--- config.mk ---
export PLATFORM = sky130hd
export DESIGN_NAME = scc_async_channel
export DESIGN_NICKNAME = d
export VERILOG_FILES = /design/src/rtl/scc_async_channel.sv
export SDC_FILE = /design/constraint.sdc
export NUM_CORES = 1
export LEC_CHECK = 0
export BUFFER_PORTS_ARGS = -buffer_cell sky130_fd_sc_hd__buf_4
export CAP_MARGIN = 5
export CORE_MARGIN = 3
export CORE_UTILIZATION = 40
export DETAILED_ROUTE_END_ITERATION = 10
export PLACE_DENSITY = 0.66
export SETUP_SLACK_MARGIN = 0.1
export SYNTH_ARGS = -nofsm -noshare
export SYNTH_HDL_FRONTEND = slang
export SYNTH_SLANG_ARGS = --single-unit
--- constraint.sdc ---
create_clock -name clk -period 5.4 [get_ports clk]
set_input_delay 0.54 -clock clk [delete_from_list [all_inputs] [get_ports clk]]
set_output_delay 0.54 -clock clk [all_outputs]
set_load 0.005 [all_outputs]
--- src/rtl/scc_async_channel.sv ---
// One SCC channel's 8N1 engine: Tx holding register and shifter, 16x-oversampled Rx; all outputs registered.
// Tx starts on the first baud tick after a load; Rx flags a byte one cycle after the stop sample; no backpressure, an unread byte is overwritten (overrun).
module scc_async_channel #(
   parameter int BAUD_DIV = 13
) (
   input  logic       clk,
   input  logic       reset,
   input  logic [7:0] tx_data,
   input  logic       tx_wr,
   output logic       tx_empty,
   output logic       tx_all_sent,
   output logic       txd,
   input  logic       rxd,
   output logic [7:0] rx_data,
   output logic       rx_avail,
   input  logic       rx_rd,
   output logic       rx_overrun,
   output logic       rx_frame_err,
   input  logic       err_reset
);
   localparam logic [15:0] DIV_LAST = 16'(BAUD_DIV - 1);

   typedef enum logic [1:0] {TX_IDLE, TX_START, TX_DATA, TX_STOP} tx_state_t;
   typedef enum logic [1:0] {RX_IDLE, RX_START, RX_DATA, RX_STOP} rx_state_t;

   logic [15:0] div_cnt;
   logic        tick;

   tx_state_t   tx_state;
   logic [7:0]  tx_hold;
   logic [7:0]  tx_shift;
   logic [3:0]  tx_tcnt;
   logic [2:0]  tx_bit;

   rx_state_t   rx_state;
   logic        rx_sync;
   logic        rxs;
   logic        rx_armed;
   logic [7:0]  rx_shift;
   logic [3:0]  rx_tcnt;
   logic [2:0]  rx_bit;

   assign tick = (div_cnt == DIV_LAST);

   always_ff @(posedge clk) begin
      if (reset || tick) div_cnt <= '0;
      else               div_cnt <= div_cnt + 16'd1;
   end

   always_ff @(posedge clk) begin
      if (reset) begin
         tx_state    <= TX_IDLE;
         tx_hold     <= '0;
         tx_shift    <= '0;
         tx_tcnt     <= '0;
         tx_bit      <= '0;
         txd         <= 1'b1;
         tx_empty    <= 1'b1;
         tx_all_sent <= 1'b1;
      end else begin
         if (tick) begin
            case (tx_state)
               TX_IDLE: begin
                  if (!tx_empty) begin
                     tx_shift <= tx_hold;
                     tx_empty <= 1'b1;
                     txd      <= 1'b0;
                     tx_tcnt  <= '0;
                     tx_state <= TX_START;
                  end
               end
               TX_START: begin
                  tx_tcnt <= tx_tcnt + 4'd1;
                  if (tx_tcnt == 4'd15) begin
                     txd      <= tx_shift[0];
                     tx_bit   <= '0;
                     tx_state <= TX_DATA;
                  end
               end
               TX_DATA: begin
                  tx_tcnt <= tx_tcnt + 4'd1;
                  if (tx_tcnt == 4'd15) begin
                     if (tx_bit == 3'd7) begin
                        txd      <= 1'b1;
                        tx_state <= TX_STOP;
                     end else begin
                        tx_shift <= {1'b0, tx_shift[7:1]};
                        txd      <= tx_shift[1];
                        tx_bit   <= tx_bit + 3'd1;
                     end
                  end
               end
               TX_STOP: begin
                  tx_tcnt <= tx_tcnt + 4'd1;
                  if (tx_tcnt == 4'd15) begin
                     // A full holding register chains straight into the next start bit.
                     if (!tx_empty) begin
                        tx_shift <= tx_hold;
                        tx_empty <= 1'b1;
                        txd      <= 1'b0;
                        tx_state <= TX_START;
                     end else begin
                        tx_all_sent <= 1'b1;
                        tx_state    <= TX_IDLE;
                     end
                  end
               end
               default: tx_state <= TX_IDLE;
            endcase
         end
         if (tx_wr) begin
            tx_hold     <= tx_data;
            tx_empty    <= 1'b0;
            tx_all_sent <= 1'b0;
         end
      end
   end

   always_ff @(posedge clk) begin
      if (reset) begin
         rx_sync <= 1'b1;
         rxs     <= 1'b1;
      end else begin
         rx_sync <= rxd;
         rxs     <= rx_sync;
      end
   end

   always_ff @(posedge clk) begin
      if (reset) begin
         rx_state     <= RX_IDLE;
         rx_armed     <= 1'b1;
         rx_shift     <= '0;
         rx_tcnt      <= '0;
         rx_bit       <= '0;
         rx_data      <= '0;
         rx_avail     <= 1'b0;
         rx_overrun   <= 1'b0;
         rx_frame_err <= 1'b0;
      end else begin
         if (rx_rd) rx_avail <= 1'b0;
         if (err_reset) begin
            rx_overrun   <= 1'b0;
            rx_frame_err <= 1'b0;
         end
         if (tick) begin
            case (rx_state)
               RX_IDLE: begin
                  if (rxs) begin
                     rx_armed <= 1'b1;
                  end else if (rx_armed) begin
                     rx_tcnt  <= '0;
                     rx_state <= RX_START;
                  end
               end
               RX_START: begin
                  rx_tcnt <= rx_tcnt + 4'd1;
                  if (rx_tcnt == 4'd7) begin
                     if (rxs) begin
                        rx_state <= RX_IDLE;
                     end else begin
                        rx_tcnt  <= '0;
                        rx_bit   <= '0;
                        rx_state <= RX_DATA;
                     end
                  end
               end
               RX_DATA: begin
                  rx_tcnt <= rx_tcnt + 4'd1;
                  if (rx_tcnt == 4'd15) begin
                     rx_shift <= {rxs, rx_shift[7:1]};
                     if (rx_bit == 3'd7) rx_state <= RX_STOP;
                     else                rx_bit   <= rx_bit + 3'd1;
                  end
               end
               RX_STOP: begin
                  rx_tcnt <= rx_tcnt + 4'd1;
                  if (rx_tcnt == 4'd15) begin
                     // Disarm until the line returns high so a held break yields one character.
                     rx_data  <= rx_shift;
                     rx_avail <= 1'b1;
                     rx_armed <= 1'b0;
                     rx_state <= RX_IDLE;
                     if (rx_avail && !rx_rd) rx_overrun   <= 1'b1;
                     if (!rxs)               rx_frame_err <= 1'b1;
                  end
               end
               default: rx_state <= RX_IDLE;
            endcase
         end
      end
   end
endmodule

==> results.txt <==
Dividing the detail-routed via count by the number of cells gives 5.61. Starting density of the core: 0.414. After synthesis the netlist holds a flip-flop and latch count of 75. The number of distinct library cells after synthesis came out at 60. For the pin with the worst max-slew slack, the measured transition is 1.01 ns. Library cell with the highest instance count after synthesis: dfxtp_1. After synthesis, the cell types taking the most area are dfxtp_1 (41%), mux2i_1 (6.6%), ha_1 (4.8%). After clock tree synthesis, the clock-pin slew on the worst setup and hold paths is 0.08 ns. The number of instances in the synthesized netlist was 386. Worst hold-check path type: in2reg.

The buffer cell driving the clock tree root is clkbuf_8. The floorplan die height works out to 101 µm. The number of filler instances in the final layout came out at 850. The tools report the register cell area after layout as 1500 µm². The floorplan step defined a die boundary enclosing 10300 µm².

The worst hold path was traced through 2 stages. Setup repair after global routing left no endpoint under its margin. STA classifies the critical path endpoint as a flip-flop.

For the worst setup path, the data required time is 5.64 ns. For this run, the leading register cell type out of synthesis is dfxtp_1. The run gives 0 as the post-CTS resize count. Clock latency on the worst-skew pair, taken at its later pin, is 0.35 ns. Input and output buffers added on the ports amount to 27. The final setup TNS was 0 ns; the die width was 101 µm. After layout, the minimum clock period comes to 2.79 ns.

The share of synthesized flip-flops with an asynchronous set or reset is 0, and the final-report max-slew violation count is 0. Along the worst path, the maximum fanout reaches 18. The Yosys step of the flow raised 0 warnings.

Once detail routing completed, the nets flagged for antenna violations numbered 0. The reg-to-reg setup timing slack was 2.61 ns; the worst slew margin relative to its limit was 0.324. In this run the critical register-to-register path is captured at tx_shift[1]. The share of post-route cells with drive strength above 1 is 0.167, and the worst supply voltage drop on vdd is 0.102 mV. Wires add up to 7490 µm.

In this run the critical register-to-register path is launched from tx_state[0]. Layout net count: 435. The average detailed-routed wire length per instance was 14.4 µm. Counting cells, the worst reg-to-reg path comes to 5. For the final database, setup skew stands at 0.00837 ns.

The category of the most critical setup path is reg2reg. The area overhead of the layout relative to synthesis was 13.3%; the core area was 8760 µm². For this design the static power due to leakage is 1.57 nW. The average footprint of a synthesized cell was 9.41 µm².

In this run the number of H-tree levels came out at 3. The run gives 358 MHz as the highest attainable clock frequency. During I/O placement, the number of pins put on the boundary was 28. The via count of the first global-routing pass was 2756. The detailed-router iteration count before antenna repair is 4, and the post-synthesis sequential area ratio is 0.414.

Power spread over the standard cell area amounts to 268 nW/µm². The tools report the startpoint type of the worst setup path as a flip-flop. Once detailed placement completed, the half-perimeter wirelength came to 5130 µm. Counting along the longest clock path gives a buffer depth of 2. Final critical-path share of the clock period: 0.517. The detailed router's first-iteration violation count came out at 94. The synthesized netlist occupies a cell area of 3630 µm².

The number of max-capacitance violations reported came out at 0. The slowest stage of the critical path belongs to the cell nand4_1. The share of the synthesized area in the top cell type is 0.414, and the overall power is 0.00110 W. Yosys mapped a number of flops with a built-in enable equal to 0. Walking the worst path, the cells encountered are inv_1 > ha_1 > a2111oi_0 > nand4_1 > o311a_1. The detailed-route via count is 2918, and the number of nets in the synthesized netlist is 414.

The start point of the worst hold path is rxd. The number of setup buffers added after CTS is 0. Hold violation total from the final report: 0. Clock tree synthesis inserted a total of 9 buffers. On the worst path, the slowest cell contributes a delay of 0.61 ns. TritonCTS built the clock tree.

By count the netlist is led by dfxtp_1 (75), nor2_1 (33), nand2_1 (26). The path with the worst hold slack has its endpoint at rx_sync. The count of inserted antenna diode cells is 0.

Entering global routing, the biggest net connects 38 pins. Setup violations remaining at the end of the flow were counted as 0. Worst path arrival time: 3.03 ns. The congestion estimate from routability-driven global placement came to 0.750. The multi-input combinational cells in the finished layout cover a total of 1960 µm². The run gives 0.155 as the overall fraction of global-route tracks in use. The run finished with clean final reports. The initialized floorplan defines 34 standard-cell rows.

After detailed routing, the number of remaining DRC violations is 0. For this run the aggregate overflow at the end of global routing stands at 0. For this design, the sink count on the clock tree is 75. The post-cts hold buffer count came out at 0.

The tools report the first-pass GRT wire length as 12800 µm. The number of antenna violations at the first check in global routing is 0. Summed over all instances, the cell type with the most area after synthesis is dfxtp_1.
[critical path, delay by kind of cell, from the launching register on]
| family | cells | cell delay (ns) |
|---|---|---|
| DFF | 1 | 0.43 |
| adders and majority gates | 1 | 0.43 |
| AOI/OAI and AO/OA | 2 | 1.10 |
| buffers and inverters | 1 | 0.11 |
| and+or+nand+nor | 1 | 0.61 |
[flip-flops by register name, summed over array words and instances (netlist names), named ones only]
name / cells
rx_frame_err: 1
rx_avail: 1
div_cnt: 16
tx_empty: 1
rx_armed: 1
rxs: 1
txd: 1
rx_bit: 3
rx_overrun: 1
tx_tcnt: 4
rx_state: 1
tx_all_sent: 1
tx_hold: 8
tx_shift: 8
rx_tcnt: 4
rx_data: 8
tx_bit: 3
rx_sync: 1
rx_shift: 8
tx_state: 2
[metrics by stage]
step / utilization / instance area (µm²) / setup WS [ns] / std cells / hold slack [ns]
finish: 0.469 / 4110 / 2.61 / 520 / 0.386
floorplan: - / 3630 / 3.21 / 386 / 0.389
global placement: 0.442 / 3880 / 2.74 / 503 / 0.404
detailed placement: 0.442 / 3880 / 2.62 / 503 / 0.402
CTS: 0.468 / 4110 / 2.59 / 519 / 0.371
global route: 0.469 / 4110 / 2.18 / 520 / 0.377
[cell usage in the layout (no fill, tap or decap), types with 7 or more instances in the layout]
master    synthesis  routed
nor2_1           33      33
mux2i_1          24      24
mux2_2            9       9
ha_1             14      14
inv_1            17      17
o21bai_1          8       8
o311a_1           7       7
nand4_1          13      13
o21ai_0          16      16
clkbuf_8          0      11
dfxtp_1          75      75
a21oi_1          16      16
xnor2_1           8       8
buf_4             4      29
nand2_1          26      26
or3_1             7       7
[kinds of logic (layout without fill, tap and decap cells)]
family / Yosys count / count (layout) / share of synthesized area
AO/OA/AOI/OAI: 78 / 78 / 0.152
multiplexers: 33 / 33 / 0.0941
XOR/XNOR: 12 / 12 / 0.0289
flip-flops: 75 / 75 / 0.414
buffers and inverters: 37 / 63 / 0.0458
AND/OR/NAND/NOR: 137 / 137 / 0.217
adder cells (fa/ha/maj): 14 / 14 / 0.0482
[worst max path at each step]
stage,from,end,cells past startpoint
after global placement,tx_state[0],tx_shift[2],5
final,tx_state[0],tx_shift[1],5
after global routing,tx_state[0],tx_shift[7],6
after floorplan,tx_state[0],tx_shift[6],7
after CTS,tx_state[0],tx_shift[7],6
after detailed placement,tx_state[0],tx_shift[7],6
[area by class of cell]
cell class	count	share of cell area
multi-input combinational	274	0.477
inverter	18	0.0164
clock inverter	4	0.0176
tap	108	0.0329
clock buffer	12	0.0377
timing repair buffer	29	0.0529
sequential	75	0.365
[power by group]
part	internal [W]	leakage (nW)	total, W	switching [W]
Clock	0.000285	0.113	0.000489	0.000204
Sequential	0.000560	0.607	0.000567	0.00000713
Combinational	0.0000193	0.851	0.0000447	0.0000254
[routing by layer]
| metal | up-vias | track usage | share of wire |
|---|---|---|---|
| met1 | 1397 | 0.198 | 0.48 |
| met2 | 40 | 0.249 | 0.48 |
| li1 | 1469 | - | - |
| met4 | 0 | 0.0603 | 0.014 |
| met3 | 12 | 0.0393 | 0.029 |
| met5 | - | 0 | 0 |
Power figures use the tool's default switching activity.
